$ cat src/rtl/spi_pkg.sv
// spi_pkg: shared SPI header geometry and FSM state type for the register-map slave
package spi_pkg;
  localparam int SPI_HDR_W = 8;
  localparam int RW_BIT    = 7;
  localparam int ADDR_W    = 7;
  typedef enum logic [1:0] {IDLE, HDR, DATA} spi_state_e;
endpackage

$ cat src/rtl/spi_sync_edge.sv
// spi_sync_edge: SYNC_FF-deep synchronizer with one-clk rise/fall pulses; ports clk/rst, d_i async in, lvl_o synced level, rise_o/fall_o edge pulses
module spi_sync_edge #(
  parameter int   SYNC_FF = 2,
  parameter logic RST_VAL = 1'b0
) (
  input  logic clk,
  input  logic rst,
  input  logic d_i,
  output logic lvl_o,
  output logic rise_o,
  output logic fall_o
);
  logic [SYNC_FF-1:0] sync_q;
  logic prev_q;
  always_ff @(posedge clk or posedge rst)
    if (rst) begin
      sync_q <= {SYNC_FF{RST_VAL}};
      prev_q <= RST_VAL;
    end else begin
      sync_q <= SYNC_FF'({sync_q, d_i});
      prev_q <= lvl_o;
    end
  assign lvl_o  = sync_q[SYNC_FF-1];
  assign rise_o = lvl_o & ~prev_q;
  assign fall_o = ~lvl_o & prev_q;
endmodule

$ cat src/rtl/spi_regmap_slave.sv
// spi_regmap_slave: SPI mode-0 slave fronting a byte register map; ports clk/rst, SPI pins, regs_o flat file, wr_stb_o/wr_addr_o commit strobe, busy_o frame active
module spi_regmap_slave
  import spi_pkg::*;
#(
  parameter int REG_BYTES = 32,
  parameter int SYNC_FF   = 2
) (
  input  logic                   clk,
  input  logic                   rst,
  input  logic                   spi_sclk,
  input  logic                   spi_cs_n,
  input  logic                   spi_mosi,
  output logic                   spi_miso,
  output logic [REG_BYTES*8-1:0] regs_o,
  output logic                   wr_stb_o,
  output logic [ADDR_W-1:0]      wr_addr_o,
  output logic                   busy_o
);
  localparam int AW = $clog2(REG_BYTES);
  localparam int CW = $clog2(SPI_HDR_W);
  spi_state_e state_q, state_d;
  logic [CW-1:0] cnt_q, cnt_d;
  logic [SPI_HDR_W-2:0] sh_q, sh_d;
  logic [SPI_HDR_W-1:0] so_q, so_d, rx;
  logic [AW-1:0] addr_q, addr_d, hdr_addr;
  logic [ADDR_W-1:0] waddr_q, waddr_d;
  logic [REG_BYTES-1:0][7:0] regs_q, regs_d;
  logic rw_q, rw_d, miso_q, miso_d, pend_q, pend_d, stb_q, byte_done;
  logic sclk_lvl, sclk_rise, sclk_fall, cs_lvl, cs_rise, cs_fall, mosi_lvl, mosi_rise, mosi_fall;
  logic unused_edges;
  spi_sync_edge #(.SYNC_FF(SYNC_FF), .RST_VAL(1'b0)) u_sclk (
    .clk(clk), .rst(rst), .d_i(spi_sclk), .lvl_o(sclk_lvl), .rise_o(sclk_rise), .fall_o(sclk_fall)
  );
  spi_sync_edge #(.SYNC_FF(SYNC_FF), .RST_VAL(1'b1)) u_cs (
    .clk(clk), .rst(rst), .d_i(spi_cs_n), .lvl_o(cs_lvl), .rise_o(cs_rise), .fall_o(cs_fall)
  );
  spi_sync_edge #(.SYNC_FF(SYNC_FF), .RST_VAL(1'b0)) u_mosi (
    .clk(clk), .rst(rst), .d_i(spi_mosi), .lvl_o(mosi_lvl), .rise_o(mosi_rise), .fall_o(mosi_fall)
  );
  assign unused_edges = ^{sclk_lvl, mosi_rise, mosi_fall};
  always_comb begin
    state_d   = state_q;
    cnt_d     = cnt_q;
    sh_d      = sh_q;
    so_d      = so_q;
    addr_d    = addr_q;
    rw_d      = rw_q;
    miso_d    = miso_q;
    regs_d    = regs_q;
    pend_d    = 1'b0;
    waddr_d   = waddr_q;
    rx        = {sh_q, mosi_lvl};
    hdr_addr  = rx[AW-1:0];
    byte_done = sclk_rise && state_q != IDLE && cnt_q == CW'(SPI_HDR_W - 1);
    if (state_q == IDLE && cs_fall) begin
      state_d = HDR;
      cnt_d   = '0;
      so_d    = '0;
    end
    if (sclk_rise && state_q != IDLE) begin
      sh_d  = rx[SPI_HDR_W-2:0];
      cnt_d = cnt_q + 1'b1;
    end
    if (sclk_fall && state_q != IDLE) begin
      miso_d = so_q[SPI_HDR_W-1];
      so_d   = {so_q[SPI_HDR_W-2:0], 1'b0};
    end
    if (byte_done && state_q == HDR) begin
      state_d = DATA;
      rw_d    = rx[RW_BIT];
      so_d    = rx[RW_BIT] ? regs_q[hdr_addr] : '0;
      addr_d  = rx[RW_BIT] ? hdr_addr + 1'b1 : hdr_addr;
    end
    // the read byte is latched at the boundary, before any write in this cycle
    if (byte_done && state_q == DATA) begin
      so_d    = rw_q ? regs_q[addr_q] : '0;
      pend_d  = !rw_q;
      waddr_d = rw_q ? waddr_q : ADDR_W'(addr_q);
      addr_d  = addr_q + 1'b1;
      if (!rw_q) regs_d[addr_q] = rx;
    end
    // a byte completing in the same clk as CS rising is committed above first
    if (cs_rise) state_d = IDLE;
    if (cs_lvl) miso_d = 1'b0;
  end
  always_ff @(posedge clk or posedge rst)
    if (rst) begin
      state_q <= IDLE;
      cnt_q   <= '0;
      sh_q    <= '0;
      so_q    <= '0;
      addr_q  <= '0;
      rw_q    <= 1'b0;
      miso_q  <= 1'b0;
      regs_q  <= '0;
      pend_q  <= 1'b0;
      stb_q   <= 1'b0;
      waddr_q <= '0;
    end else begin
      state_q <= state_d;
      cnt_q   <= cnt_d;
      sh_q    <= sh_d;
      so_q    <= so_d;
      addr_q  <= addr_d;
      rw_q    <= rw_d;
      miso_q  <= miso_d;
      regs_q  <= regs_d;
      pend_q  <= pend_d;
      stb_q   <= pend_q;
      waddr_q <= waddr_d;
    end
  assign spi_miso  = miso_q;
  assign regs_o    = regs_q;
  assign wr_stb_o  = stb_q;
  assign wr_addr_o = waddr_q;
  assign busy_o    = ~cs_lvl;
endmodule

$ cat config.mk
export PLATFORM = sky130hd
export DESIGN_NAME = spi_regmap_slave
export DESIGN_NICKNAME = d
export VERILOG_FILES = /design/src/rtl/spi_pkg.sv /design/src/rtl/spi_sync_edge.sv /design/src/rtl/spi_regmap_slave.sv
export SDC_FILE = /design/constraint.sdc
export NUM_CORES = 1
export LEC_CHECK = 0
export ABC_AREA = 1
export ABC_CLOCK_PERIOD_IN_PS = 9700
export CORE_ASPECT_RATIO = 1.5
export CORE_UTILIZATION = 49
export DETAILED_ROUTE_END_ITERATION = 7
export PLACE_DENSITY = 0.77
export RECOVER_POWER = 25
export SLEW_MARGIN = 5
export SYNTH_ARGS = -nofsm -noshare
export SYNTH_HDL_FRONTEND = slang
export SYNTH_SLANG_ARGS = --single-unit
$ cat constraint.sdc
create_clock -name clk -period 9.7 [get_ports clk]
set_input_delay 1.94 -clock clk [delete_from_list [all_inputs] [get_ports clk]]
set_output_delay 1.94 -clock clk [all_outputs]
set_load 0.02 [all_outputs]
# After elaboration in Yosys (flattened, before gate mapping)
# Index checks and enable logic that the tools add are counted.
[op_classes] n_addsub=3 order_cmp=3 n_eq_ne=3 muxes=24 bitwise_logic=9 n_reduce_logical=16
[ops] cell="bitwise mux 256 bit" n=1
[ops] cell="binary-select mux 8 bit (select 5 bit)" n=2
[ops] cell="2-to-1 mux 8 bit" n=9
[ops] cell="demux 8 bit (select 5 bit)" n=1
[ops] cell="2-to-1 mux 5 bit" n=3
[ops] cell="less-than comparator 5 x 6 -> 1 bit, second input constant" n=2
[ops] cell="adder 5 x 1 -> 5 bit, second input constant" n=2
[ops] cell="nonzero test 2 bit" n=4
[ops] cell="logical AND 1 bit" n=7
[ops] cell="2-to-1 mux 2 bit" n=3
[ops] cell="2-to-1 mux 3 bit" n=2
[ops] cell=">= comparator 5 x 1 -> 1 bit, second input constant" n=1
[ops] cell="NOT 1 bit" n=5
[ops] cell="AND 1 bit" n=4
[ops] cell="nonzero test 4 bit" n=1
[ops] cell="adder 3 x 1 -> 3 bit, second input constant" n=1
[ops] cell="== test 3 bit, second input constant" n=1
[ops] cell="2-to-1 mux 1 bit" n=3
[ops] cell="nonzero test 3 bit" n=1
[ops] cell="== test 2 x 1 -> 1 bit, second input constant" n=1
[ops] cell="== test 2 bit, second input constant" n=1
[ops] cell="zero test 2 bit" n=1
[ops] cell="AND reduction 2 bit" n=1
[ops] cell="zero test 1 bit" n=1
[totals] reg_bits=298 inputBits=5 out_inout_bits=266 wordCells=105

# Depth between registers and ports, before layout
[logic_depth] ltp_word=7 mapped_depth=12 mapped_depth_nobuf=11

# By module
# From an unflattened synthesis, not the netlist that was laid out.
[hier_totals] hier_cells=2432 hier_area_um2=16618.4
[by_module_without_submodules] module="spi_regmap_slave" instances=1 cells_per_inst=2408 area_each_um2=16333.2
[by_module_without_submodules] module="spi_sync_edge at u_mosi ..." instances=2 cells_per_inst=8 area_each_um2=93.8
[by_module_without_submodules] module="spi_sync_edge at u_cs" instances=1 cells_per_inst=8 area_each_um2=97.6

# Worst setup path before layout
# OpenSTA, ideal clock, no wires.
[synth_path] kind="reg2out" startpoint="register u_cs.sync_q[1]" endpoint="output busy_o" t_arrival_ns=0.614 required_ns=7.760 setup_slack_ns=7.146 path_stages_with_launch=2 path_buffers=0 cell_sequence="dfstp_2 > inv_1"
[synth_via] elab_chain_len=1
[synth_lines] item="from (decl)" line="spi_sync_edge.sv:13" text="logic [SYNC_FF-1:0] sync_q;"
[synth_lines] item="from (signal assigned)" line="spi_sync_edge.sv:17" text="sync_q <= {SYNC_FF{RST_VAL}};"
[synth_lines] item="from (signal assigned)" line="spi_sync_edge.sv:20" text="sync_q <= SYNC_FF'({sync_q, d_i});"
[synth_lines] item="NOT 1 bit" line="spi_regmap_slave.sv:116" text="assign busy_o = ~cs_lvl;"
[synth_lines] item="to (decl)" line="spi_regmap_slave.sv:17" text="output logic busy_o"
# Every way passes these cells.

# Worst setup path after layout
[layout_path] startpoint="register state_q[0]" endpoint="register regs_q (netlist bit regs_o[81])"
[layout_via] elab_chain_len=5 elab_cells_between_ends=6 classes_between="eq/ne: 1; reduce/logical: 5"
[layout_lines] item="from (decl)" line="spi_regmap_slave.sv:21" text="spi_state_e state_q, state_d;"
[layout_lines] item="from (signal assigned)" line="spi_regmap_slave.sv:100" text="state_q <= state_d;"
[layout_lines] item="nonzero test 2 bit" line="spi_regmap_slave.sv:54" text="byte_done = sclk_rise && state_q != IDLE && cnt_q == CW'(SPI_HDR_W - 1);"
[layout_lines] item="logical AND 1 bit (2 in a row)" line="spi_regmap_slave.sv:54"
[layout_lines] item="logical AND 1 bit *" line="spi_regmap_slave.sv:75" text="if (byte_done && state_q == DATA) begin"
[layout_lines] item="AND reduction 2 bit (no line) *"
[layout_lines] item="to (signal assigned)" line="spi_regmap_slave.sv:107" text="regs_q <= regs_d;"
[layout_lines] item="to (decl)" line="spi_regmap_slave.sv:27" text="logic [REG_BYTES-1:0][7:0] regs_q, regs_d;"
# Mark *: on every way between the ends. The rest lies on a longest branch, timed or not.
# A chain may end at the register's enable or synchronous reset.

==> results.py <==
metrics = {
    "yosys": {
        "synth_top_area_cell": "dfrtp_1",
        "seq_area_frac_synth": 0.446,
        "yosys.cell_types.count": 36,
        "yosys_warnings": 0,
        "synth.top_cell.area_share": 0.441,
        "synth_edf_count": 0,
        "synthFlopType": "dfrtp_1",
        "async_flop_share": 1.00,
        "synthTopCellsByArea": "dfrtp_1 (44%), nand2_1 (19%), o21ai_0 (5.9%), nand3_1 (5.4%), o21ai_1 (5.0%)",
        "synthCells": 2337,
        "syn-cell-area_um2": 16700,
        "synth_seq_cells": 298,
        "syn-mean-instance-area_um2": 7.16,
    },
    "placement": {
        "port_buffers": 268,
        "dp.final_hpwl_um": 41100,
        "gp_congestion": 0.965,
    },
    "sta": {
        "finClkSkew_ns": 0.00946,
        "hold_violations": 0,
        "final.min_clock_period_ns": 6.21,
        "setup_tns_ns": 0,
        "drv_slew": 348,
        "fmax_mhz": 161,
        "setup_violations": 0,
        "worst_pin_slew_ns": 3.95,
        "slew_headroom": -1.63,
        "post-route-period-util": 0.640,
        "fin_hold_ws_ns": 0.359,
        "rsz0062_at_grt": "false",
    },
    "floorplan": {
        "start_util": 0.499,
        "num_rows": 82,
        "io_pins": 271,
        "chipWidth_um": 153,
        "core_area_um2": 33500,
        "die-area_um2": 34900,
        "die_h_um": 228,
    },
    "worst_setup_path": {
        "max_stage_delay_ns": 1.82,
        "cp.arrival_ns": 6.51,
        "r2r_slack_ns": 3.49,
        "startpoint_type": "register",
        "critPathMaxFanout": 17,
        "timing.rr.end": "regs_o[81]$_DFFE_PP0P_",
        "crit_path_end_kind": "register",
        "critPathKind": "reg2reg",
        "crit_slowest_cell": "nor2_1",
        "crit_buf_inv": 2,
        "rr_startpoint": "state_q[0]$_DFFE_PP0P_",
        "worstPathCellList": "inv_1 > nand2_1 > nand2_1 > nor2_1 > nand3_1 > nor2_1 > clkinvlp_2 > nor2_1 > nand2_4 > nand2_1 > o21ai_1",
        "reg2reg_depth": 11,
        "worstPathRequired_ns": 10.00,
        "critPathTopFamily": "simple AND/OR/NAND/NOR gates",
    },
    "routing": {
        "via_per_inst": 5.84,
        "dr_total_vias": 17100,
        "wirelength_um": 61300,
        "routedWlPerCell_um": 20.9,
        "drt_iter0_markers": 2125,
        "drt_pre_antenna_iters": 7,
        "drc": 0,
        "ant_nets": 0,
    },
    "cells_and_area": {
        "final_util": 0.600,
        "fillers": 3042,
        "multiInputGateArea_um2": 7830,
        "n_antenna_cell": 0,
        "finalNetCount": 2503,
        "ff_latch_area_um2": 7470,
        "area_growth_pct": 20.3,
        "drive_above_1_share": 0.0525,
    },
    "pwr": {
        "finalPower_mw": 3.20,
        "worst_ir_drop_vdd_mv": 0.167,
        "p_leak_nw": 9.19,
        "p_per_area_nw_per_um2": 159,
    },
    "min_path": {
        "hold_path_end": "wr_stb_o$_DFF_PP0_",
        "hold_depth": 0,
        "min_from": "pend_q$_DFF_PP0_",
        "hold_class": "reg2reg",
    },
    "clock_network": {
        "post_cts_resize_count": 0,
        "cts_root_buf": "clkbuf_16",
        "cts_inserted_buffers": 29,
        "cts_max_level": 1,
        "clk_pin_slew_ns": 0.07,
        "cts_setup_buffers": 0,
        "clk-insertion-delay-late_ns": 0.58,
        "cts_sinks": 298,
        "cts_hold_buffers": 0,
        "cts_tree": "built",
        "clock_path_buffers": 3,
    },
    "global_routing": {
        "antenna_found_initial": 0,
        "grt_pass1_vias": 16000,
        "gr-usage-all-layers": 0.349,
        "grt_max_degree": 161,
        "overflow": 0,
        "grt_first_pass_wirelength_um": 93400,
    },
    "job": {
        "maxCapViolCount": 9,
    },
    "status": {
        "outcome": "finished with violations",
        "violations": "max-capacitance violations, max-slew violations",
    },
}
==> cell type report <==
| type | count | share of cell area |
|---|---|---|
| Multi-Input combinational cell | 1741 | 0.389 |
| Tap cell | 420 | 0.0261 |
| Timing Repair Buffer | 289 | 0.141 |
| Clock buffer | 44 | 0.0433 |
| Inverter | 132 | 0.0249 |
| Clock inverter | 8 | 0.00466 |
| Sequential cell | 298 | 0.371 |
==> worst max-delay path by stage <==
stage	cells after the start	slack (ns)	startpoint	to
2_1_floorplan	1	3.80	rst	addr_q[0]$_DFFE_PP0P_
3_3_place_gp	4	5.41	rst	addr_q[0]$_DFFE_PP0P_
3_5_place_dp	4	5.38	rst	addr_q[0]$_DFFE_PP0P_
4_1_cts	4	6.00	rst	addr_q[0]$_DFFE_PP0P_
5_1_grt	3	2.91	rst	u_mosi.sync_q[1]$_DFF_PP0_
6_report	11	3.49	state_q[0]$_DFFE_PP0P_	regs_o[81]$_DFFE_PP0P_
==> logic make-up (layout without fill, tap and decap cells) <==
group | count (synthesis) | in the layout | synth area share
XOR/XNOR | 3 | 3 | 0.00157
AND/OR/NAND/NOR | 1276 | 1276 | 0.320
other | 1 | 2 | 0.000224
flip-flops | 298 | 298 | 0.446
AO/OA/AOI/OAI | 453 | 453 | 0.148
adder cells (fa/ha/maj) | 7 | 7 | 0.00524
buffers and inverters | 299 | 473 | 0.0798
==> metrics by stage <==
stage,instance area [um^2],setup WS [ns],instances
6_report,20100,3.49,2932
5_1_grt,20100,2.91,2932
4_1_cts,20300,6.00,2932
3_5_place_dp,19300,5.38,2880
3_3_place_gp,19300,5.41,2880
2_1_floorplan,16700,3.80,2338
==> synthesized netlist by cell type, types with 4 or more instances <==
cell and n:
a21oi_1 25, buf_1 11, buf_2 13, buf_6 24, clkbuf_1 116, dfrtp_1 295, ha_1 7, inv_1 126
nand2_1 862, nand2_4 25, nand3_1 182, nand4_1 7, nor2_1 180, nor2_8 4, nor3_1 4, o211ai_1 29
o21ai_0 196, o21ai_1 166, o21ai_2 29, or2_2 5
==> power breakdown <==
part | leakage, nW | internal, mW | switching (mW) | total, mW
sequential | 4.13 | 1.26 | 0.0255 | 1.29
combinational | 4.58 | 0.158 | 0.586 | 0.744
clock | 0.481 | 0.669 | 0.496 | 1.17
total | 9.19 | 2.09 | 1.11 | 3.20
==> flip-flops by register name, indices dropped and copies added (netlist names), 2 cells and up <==
| register | cells |
|---|---|
| regs_o | 256 |
| sh_q | 7 |
| cnt_q | 3 |
| so_q | 8 |
| state_q | 2 |
| u_sclk.sync_q | 2 |
| wr_addr_o | 5 |
| u_cs.sync_q | 2 |
| addr_q | 5 |
| u_mosi.sync_q | 2 |
==> worst register-to-register path: stages (launching register included) <==
cell	delay [ns]
dfrtp_1	0.37
inv_1	0.08
nand2_1	0.11
nand2_1	0.35
nor2_1	0.37
nand3_1	0.42
nor2_1	0.96
clkinvlp_2	0.81
nor2_1	1.82
nand2_4	0.38
nand2_1	0.18
o21ai_1	0.09
==> metal layers <==
| metal | track usage | vias to the layer above | wire (um) |
|---|---|---|---|
| li1 | - | 7802 | - |
| met1 | 0.428 | 8035 | 22500 |
| met2 | 0.578 | 1043 | 29300 |
| met3 | 0.0424 | 238 | 5080 |
| met4 | 0.235 | 0 | 4380 |
| met5 | 0 | - | 0 |
==> cell usage in the layout, fill, tap and decap left out, types with 7 or more instances in the layout <==
cell	instances
dfrtp_1	292
clkdlybuf4s50_1	264
nor2_1	185
o21ai_1	119
clkbuf_8	9
a21oi_1	25
ha_1	7
o211ai_1	29
o21ai_0	250
o21ai_2	22
buf_4	14
clkbuf_1	12
nand4_1	7
nand2_1	865
clkbuf_16	29
nand2_4	24
nand3_1	183
inv_1	120
No activity file was read; power rests on OpenSTA's default activity.
